**src/rtl/mcycle_maindec_pkg.sv**
```systemverilog
// Shared encodings for the multi-cycle MIPS main decoder: opcodes, ALU codes,
// FSM state numbering and datapath select-field values.
package mcycle_maindec_pkg;

  localparam int unsigned OP_W       = 6;
  localparam int unsigned STATE_W    = 4;
  localparam int unsigned ALU_CODE_W = 8;

  // Opcodes
  localparam logic [OP_W-1:0] OP_RTYPE = 6'h00;
  localparam logic [OP_W-1:0] OP_J     = 6'h02;
  localparam logic [OP_W-1:0] OP_JAL   = 6'h03;
  localparam logic [OP_W-1:0] OP_BEQ   = 6'h04;
  localparam logic [OP_W-1:0] OP_BNE   = 6'h05;
  localparam logic [OP_W-1:0] OP_LW    = 6'h23;
  localparam logic [OP_W-1:0] OP_SW    = 6'h2B;

  // ALU operation codes
  localparam logic [ALU_CODE_W-1:0] ALU_ADD   = 8'h20;
  localparam logic [ALU_CODE_W-1:0] ALU_SUB   = 8'h22;
  localparam logic [ALU_CODE_W-1:0] ALU_RTYPE = 8'h02;
  localparam logic [ALU_CODE_W-1:0] ALU_ADDI  = 8'h08;
  localparam logic [ALU_CODE_W-1:0] ALU_ADDIU = 8'h09;
  localparam logic [ALU_CODE_W-1:0] ALU_SLTI  = 8'h2A;
  localparam logic [ALU_CODE_W-1:0] ALU_SLTIU = 8'h2B;
  localparam logic [ALU_CODE_W-1:0] ALU_ANDI  = 8'h59;
  localparam logic [ALU_CODE_W-1:0] ALU_ORI   = 8'h5A;
  localparam logic [ALU_CODE_W-1:0] ALU_XORI  = 8'h5B;
  localparam logic [ALU_CODE_W-1:0] ALU_LUI   = 8'h5C;

  // FSM states; numbering is visible on the debug port
  typedef enum logic [STATE_W-1:0] {
    S_FETCH   = 4'd0,
    S_DECODE  = 4'd1,
    S_MEMADR  = 4'd2,
    S_MEMRD   = 4'd3,
    S_MEMWB   = 4'd4,
    S_MEMWR   = 4'd5,
    S_RTEX    = 4'd6,
    S_RTWB    = 4'd7,
    S_ITEX    = 4'd8,
    S_ITWB    = 4'd9,
    S_BRANCH  = 4'd10,
    S_JUMP    = 4'd11,
    S_ILLEGAL = 4'd12
  } state_e;

  // ALU B select
  localparam logic [1:0] SRCB_RT     = 2'b00;
  localparam logic [1:0] SRCB_FOUR   = 2'b01;
  localparam logic [1:0] SRCB_IMM    = 2'b10;
  localparam logic [1:0] SRCB_BRANCH = 2'b11;

  // Destination register select
  localparam logic [1:0] REGDST_RT = 2'b00;
  localparam logic [1:0] REGDST_RD = 2'b01;
  localparam logic [1:0] REGDST_RA = 2'b10;

  // Writeback source select
  localparam logic [1:0] M2R_ALUOUT = 2'b00;
  localparam logic [1:0] M2R_MDR    = 2'b01;
  localparam logic [1:0] M2R_PC     = 2'b10;

  // Next-PC source select
  localparam logic [1:0] PCSRC_ALU    = 2'b00;
  localparam logic [1:0] PCSRC_ALUOUT = 2'b01;
  localparam logic [1:0] PCSRC_JUMP   = 2'b10;

  // ALU code for the I-type ALU group 0x08..0x0F, indexed by op[2:0]
  function automatic logic [ALU_CODE_W-1:0] itype_aluop(input logic [2:0] sub);
    logic [ALU_CODE_W-1:0] code;
    case (sub)
      3'd0:    code = ALU_ADDI;
      3'd1:    code = ALU_ADDIU;
      3'd2:    code = ALU_SLTI;
      3'd3:    code = ALU_SLTIU;
      3'd4:    code = ALU_ANDI;
      3'd5:    code = ALU_ORI;
      3'd6:    code = ALU_XORI;
      default: code = ALU_LUI;
    endcase
    return code;
  endfunction

endpackage

```
**src/rtl/mcycle_maindec_outdec.sv**
```systemverilog
// Combinational Moore output table: state and latched opcode to datapath controls.
module mcycle_outdec
  import mcycle_maindec_pkg::*;
#(
  parameter int unsigned ALUOP_W = 8
) (
  input  logic               rst,
  input  logic [3:0]         state_q,
  input  logic [5:0]         op_q,
  input  logic               mem_ready,
  output logic               pcwrite,
  output logic               irwrite,
  output logic               iord,
  output logic               memread,
  output logic               memwrite,
  output logic               regwrite,
  output logic               branch,
  output logic               branch_ne,
  output logic               alusrca,
  output logic [1:0]         alusrcb,
  output logic               ext_zero,
  output logic [1:0]         regdst,
  output logic [1:0]         memtoreg,
  output logic [1:0]         pcsrc,
  output logic [ALUOP_W-1:0] aluop,
  output logic               illegal,
  output logic [3:0]         state
);

  logic [ALU_CODE_W-1:0] alu_code;

  assign aluop = ALUOP_W'(alu_code);

  // Per-state control table; everything is forced low while reset is held
  always_comb begin
    pcwrite   = 1'b0;
    irwrite   = 1'b0;
    iord      = 1'b0;
    memread   = 1'b0;
    memwrite  = 1'b0;
    regwrite  = 1'b0;
    branch    = 1'b0;
    branch_ne = 1'b0;
    alusrca   = 1'b0;
    alusrcb   = SRCB_RT;
    ext_zero  = 1'b0;
    regdst    = REGDST_RT;
    memtoreg  = M2R_ALUOUT;
    pcsrc     = PCSRC_ALU;
    alu_code  = '0;
    illegal   = 1'b0;
    state     = '0;
    if (!rst) begin
      state = state_q;
      case (state_q)
        S_FETCH: begin
          memread  = 1'b1;
          irwrite  = mem_ready;
          pcwrite  = mem_ready;
          alusrcb  = SRCB_FOUR;
          alu_code = ALU_ADD;
        end
        S_DECODE: begin
          alusrcb  = SRCB_BRANCH;
          alu_code = ALU_ADD;
        end
        S_MEMADR: begin
          alusrca  = 1'b1;
          alusrcb  = SRCB_IMM;
          alu_code = ALU_ADD;
        end
        S_MEMRD: begin
          iord    = 1'b1;
          memread = 1'b1;
        end
        S_MEMWB: begin
          regwrite = 1'b1;
          regdst   = REGDST_RT;
          memtoreg = M2R_MDR;
        end
        S_MEMWR: begin
          iord     = 1'b1;
          memwrite = 1'b1;
        end
        S_RTEX: begin
          alusrca  = 1'b1;
          alusrcb  = SRCB_RT;
          alu_code = ALU_RTYPE;
        end
        S_RTWB: begin
          regwrite = 1'b1;
          regdst   = REGDST_RD;
        end
        S_ITEX: begin
          alusrca  = 1'b1;
          alusrcb  = SRCB_IMM;
          alu_code = itype_aluop(op_q[2:0]);
          // andi/ori/xori/lui occupy 0x0C..0x0F
          ext_zero = op_q[2];
        end
        S_ITWB: begin
          regwrite = 1'b1;
          regdst   = REGDST_RT;
          memtoreg = M2R_ALUOUT;
        end
        S_BRANCH: begin
          alusrca   = 1'b1;
          alusrcb   = SRCB_RT;
          alu_code  = ALU_SUB;
          pcsrc     = PCSRC_ALUOUT;
          branch    = (op_q == OP_BEQ);
          branch_ne = (op_q == OP_BNE);
        end
        S_JUMP: begin
          pcwrite = 1'b1;
          pcsrc   = PCSRC_JUMP;
          if (op_q == OP_JAL) begin
            regwrite = 1'b1;
            regdst   = REGDST_RA;
            memtoreg = M2R_PC;
          end
        end
        S_ILLEGAL: begin
          illegal = 1'b1;
        end
        default: ;
      endcase
    end
  end

endmodule

```
**src/rtl/mcycle_maindec.sv**
```systemverilog
// Multi-cycle MIPS main decoder: state register, opcode latch and next-state logic.
module mcycle_maindec
  import mcycle_maindec_pkg::*;
#(
  parameter int unsigned ALUOP_W = 8,
  parameter logic        EN_JAL  = 1'b1,
  parameter logic        EN_BNE  = 1'b1
) (
  input  logic               clk,
  input  logic               rst,
  input  logic [5:0]         op,
  input  logic               mem_ready,
  output logic               pcwrite,
  output logic               irwrite,
  output logic               iord,
  output logic               memread,
  output logic               memwrite,
  output logic               regwrite,
  output logic               branch,
  output logic               branch_ne,
  output logic               alusrca,
  output logic [1:0]         alusrcb,
  output logic               ext_zero,
  output logic [1:0]         regdst,
  output logic [1:0]         memtoreg,
  output logic [1:0]         pcsrc,
  output logic [ALUOP_W-1:0] aluop,
  output logic               illegal,
  output logic [3:0]         state
);

  state_e          state_q;
  state_e          state_d;
  logic [OP_W-1:0] op_q;

  // State register and opcode latch; op is captured only in DECODE
  always_ff @(posedge clk) begin
    if (rst) begin
      state_q <= S_FETCH;
      op_q    <= '0;
    end else begin
      state_q <= state_d;
      if (state_q == S_DECODE) begin
        op_q <= op;
      end
    end
  end

  // Next-state logic; DECODE dispatches on the live opcode, later states on op_q
  always_comb begin
    state_d = state_q;
    case (state_q)
      S_FETCH:   if (mem_ready) state_d = S_DECODE;
      S_DECODE: begin
        if (op == OP_RTYPE)                               state_d = S_RTEX;
        else if (op == OP_LW || op == OP_SW)              state_d = S_MEMADR;
        else if (op == OP_BEQ || (EN_BNE && op == OP_BNE)) state_d = S_BRANCH;
        else if (op[5:3] == 3'b001)                       state_d = S_ITEX;
        else if (op == OP_J || (EN_JAL && op == OP_JAL))   state_d = S_JUMP;
        else                                              state_d = S_ILLEGAL;
      end
      S_MEMADR:  state_d = (op_q == OP_LW) ? S_MEMRD : S_MEMWR;
      S_MEMRD:   if (mem_ready) state_d = S_MEMWB;
      S_MEMWR:   if (mem_ready) state_d = S_FETCH;
      S_RTEX:    state_d = S_RTWB;
      S_ITEX:    state_d = S_ITWB;
      S_MEMWB,
      S_RTWB,
      S_ITWB,
      S_BRANCH,
      S_JUMP,
      S_ILLEGAL: state_d = S_FETCH;
      default:   state_d = S_FETCH;
    endcase
  end

  mcycle_outdec #(
    .ALUOP_W (ALUOP_W)
  ) u_outdec (
    .rst       (rst),
    .state_q   (state_q),
    .op_q      (op_q),
    .mem_ready (mem_ready),
    .pcwrite   (pcwrite),
    .irwrite   (irwrite),
    .iord      (iord),
    .memread   (memread),
    .memwrite  (memwrite),
    .regwrite  (regwrite),
    .branch    (branch),
    .branch_ne (branch_ne),
    .alusrca   (alusrca),
    .alusrcb   (alusrcb),
    .ext_zero  (ext_zero),
    .regdst    (regdst),
    .memtoreg  (memtoreg),
    .pcsrc     (pcsrc),
    .aluop     (aluop),
    .illegal   (illegal),
    .state     (state)
  );

endmodule

```
**config.mk**
```make
export PLATFORM = sky130hd
export DESIGN_NAME = mcycle_maindec
export DESIGN_NICKNAME = d
export VERILOG_FILES = /design/src/rtl/mcycle_maindec_pkg.sv /design/src/rtl/mcycle_maindec_outdec.sv /design/src/rtl/mcycle_maindec.sv
export SDC_FILE = /design/constraint.sdc
export NUM_CORES = 1
export LEC_CHECK = 0
export BUFFER_PORTS_ARGS = -buffer_cell sky130_fd_sc_hd__buf_2
export CELL_PAD_IN_SITES_DETAIL_PLACEMENT = 1
export CELL_PAD_IN_SITES_GLOBAL_PLACEMENT = 2
export CORE_MARGIN = 2
export CORE_UTILIZATION = 26
export CTS_BUF_LIST = sky130_fd_sc_hd__clkbuf_4 sky130_fd_sc_hd__clkbuf_8
export DETAILED_ROUTE_END_ITERATION = 10
export GPL_TIMING_DRIVEN = 0
export PLACE_DENSITY_LB_ADDON = 0.1
export SYNTH_ARGS = -nofsm -noshare
export SYNTH_HDL_FRONTEND = slang
export SYNTH_SLANG_ARGS = --single-unit
```
**constraint.sdc**
```tcl
create_clock -name clk -period 1.9 [get_ports clk]
set_clock_uncertainty 0.2 [all_clocks]
set_input_delay 0.285 -clock clk [delete_from_list [all_inputs] [get_ports clk]]
set_output_delay 0.285 -clock clk [all_outputs]
set_load 0.1 [all_outputs]
```
==> run summary <==
status -> complete, but fails checks
failing checks -> setup timing
vias in the first global route -> 1438
static leakage power -> 0.850 nW
Final Instance Area -> 0.00220 sq mm
worst-skew pair later-pin latency -> 0.24 ns
Max Clk Rate -> 0.482 GHz
port bufs -> 38
post-placement cell area -> 0.00160 sq mm
CP delay by family, top -> simple AND/OR/NAND/NOR gates
DIE AREA -> 0.00451 sq mm
gpl congestion -> 0.803
crit path buf inv count -> 2
io pins -> 40
fin crit share -> 109%
largest net degree at the start of global routing -> 11
fillers -> 404
clk sink count -> 10
post-synth top area share -> 19.3%
hpwl dp -> 2980 microns
1st-iter DRT viols -> 62
Power, Total -> 1.08 mW
Worst setup EP type -> output pin
Seq/Total Area, Yosys -> 19.3%
Sw Pwr -> 0.474 mW
synthesis-stage register bit count -> 10
top cells by area, synth -> dfxtp_1 (19%), a21oi_1 (6.3%), nand2_1 (5.8%)
Max Cap Violations -> 0
Clk pin slew, worst setup/hold paths -> 0.05 ns
Initial Utilization -> 27.7%
Final Hold Fails -> 0
part of the power in registers -> 22.6%
first-pass GRT wire length -> 7510 microns
slowest stage delay, CP -> 0.32 ns
Layout Nets -> 216
Setup TNS -> -1.73 ns
largest fanout on the critical path -> 5
Die H -> 67.1 microns
met2 usage -> 39.7%
Slowest-stage cell, CP -> dfxtp_2
Area Overhead vs Synth -> 112%
Post-Syn Instances -> 149
dominant synthesized flop cell -> dfxtp_1
grt total ovfl -> 0
num rows -> 22
Net Sw Frac -> 43.8%
critical path class -> reg -> out
Routed WL -> 4760 microns
CTS Buf Count -> 3
asr flop ratio synth -> 0%
worst path cell trace -> buf_6 -> and2b_2 -> nand3_4 -> nor4_4 -> o21bai_4 -> buf_12
Cell Area, Synth -> 0.00104 sq mm
PD cells -> 493 mW/mm^2
Detail Route Antenna Nets -> 0
most instantiated cells after synthesis -> nand2_1 (16), a21oi_1 (13), nor2_1 (12), dfxtp_1 (10), nor3_1 (10)
GRT busiest layer -> met2
syn_nets -> 158
Clock Root Buffer -> clkbuf_8
via count -> 1391
Diodes inserted -> 0
Die Wd -> 67.1 microns
VDD IR max -> 265 uV
met1 Use GR -> 28.0%
CORE AREA -> 0.00374 sq mm
Comb pwr share -> 52.2%
met3 usage -> 2.70%
top-count cell post-synth -> nand2_1
EDFF count, synth -> 0
Worst setup SP type -> register
synthesized area per cell -> 6.95 sq um
internal power -> 0.608 mW
First-pass DRT Iterations -> 4
initial antenna violation count -> 0
Post-CTS Hold Buffers -> 0
drt via density -> 5.48
All-Layer GR Usage -> 22.3%
minimum clock period -> 2.08 ns
final setup violation count -> 15
htree depth -> 1
library cells used by synthesis -> 48
Setup WS post-layout -> -0.175 ns
CTS Buffer Depth -> 2
Slew Viols, Final -> 0
Yosys top cell by area -> dfxtp_1
Clock Power Share -> 25.2%
CTS tree -> built
Worst Hold Class -> in -> reg
RSZ-0062 raised after global routing -> yes
total number of yosys warnings -> 0
WL per Instance -> 18.7 microns
post-route DRC violation count -> 0
CP required -> 1.41 ns
share of cells above drive strength 1 -> 62.1%
Arr. time, crit path -> 1.59 ns
registers in the layout (all words and copies together) (netlist names):
register  cells
op_q          6
state_q       4
final timing paths:
path	from	end	slack (ns)	cells past startpoint
setup / recovery	state_q[2]	regwrite	-0.18	6
hold reg to reg	op_q[4]	op_q[4]	0.28	2
setup reg to reg	state_q[2]	state_q[1]	0.10	6
hold / removal	op[4]	op_q[4]	0.13	3
power by group through the flow:
stage | combinational, mW | sequential (mW) | clock (mW)
finish | 0.565 | 0.245 | 0.273
global route | 0.593 | 0.247 | 0.295
CTS | 0.538 | 0.244 | 0.278
detailed placement | 0.455 | 0.247 | 0
global placement | 0.449 | 0.245 | 0
floorplan | 0.374 | 0.242 | 0
layout by cell type, fill, tap and decap left out, drive strengths merged, types with 3 or more instances in the layout:
| cell | synthesis | layout |
|---|---|---|
| nor4 | 6 | 6 |
| nor2b | 9 | 9 |
| nor2 | 13 | 13 |
| clkbuf | 2 | 7 |
| buf | 11 | 63 |
| a21oi | 13 | 13 |
| nand2b | 5 | 5 |
| xnor2 | 3 | 3 |
| dfxtp | 10 | 10 |
| or2 | 3 | 3 |
| and3 | 5 | 5 |
| nand2 | 16 | 16 |
| inv | 5 | 5 |
| o21ai | 7 | 7 |
| nor3 | 10 | 10 |
logic make-up after synthesis:
| group | share of synthesized area [%] |
|---|---|
| AO/OA/AOI/OAI | 23.2 |
| XOR/XNOR | 3.38 |
| buffers and inverters | 9.18 |
| flip-flops | 19.3 |
| other | 0.362 |
| AND/OR/NAND/NOR | 44.6 |
worst min-delay path, cell delays in order:
cell and delay [ns]:
buf_2 0.12, nand2_1 0.06, a21oi_1 0.05
per-layer routing:
layer  wire, microns  vias up
met5               0        -
met1            2000      691
met2            2510       44
li1                -      650
met4              75        0
met3             176        6
final cells by class:
type                            instances  area, sq um  share of cell area [%]
Inverter                                5         18.8                   0.854
Tap cell                               48         60.1                    2.73
Sequential cell                        10          215                    9.79
Multi-Input combinational cell        121         1060                    48.4
Timing Repair Buffer                   54          631                    28.7
Buffer                                 12          154                    7.00
Clock buffer                            4         55.1                    2.51
repair_timing:
action,in CTS,in global routing
resized for setup,102,23
endpoints found under the setup margin,27,25
setup buffers,11,3
pin swaps,8,4
endpoints found under the hold margin,0,0
gates cloned,2,0
metrics by stage:
step	setup slack, ns	util [%]	cells	hold slack [ns]
detailed placement	-0.213	42.8	235	0.270
finish	-0.175	58.7	254	0.131
CTS	-0.163	55.8	251	0.132
floorplan	-1.01	-	149	0.221
global placement	-0.224	42.8	235	0.265
global route	-0.245	58.7	254	0.147
(Power assumes the default switching activity.)
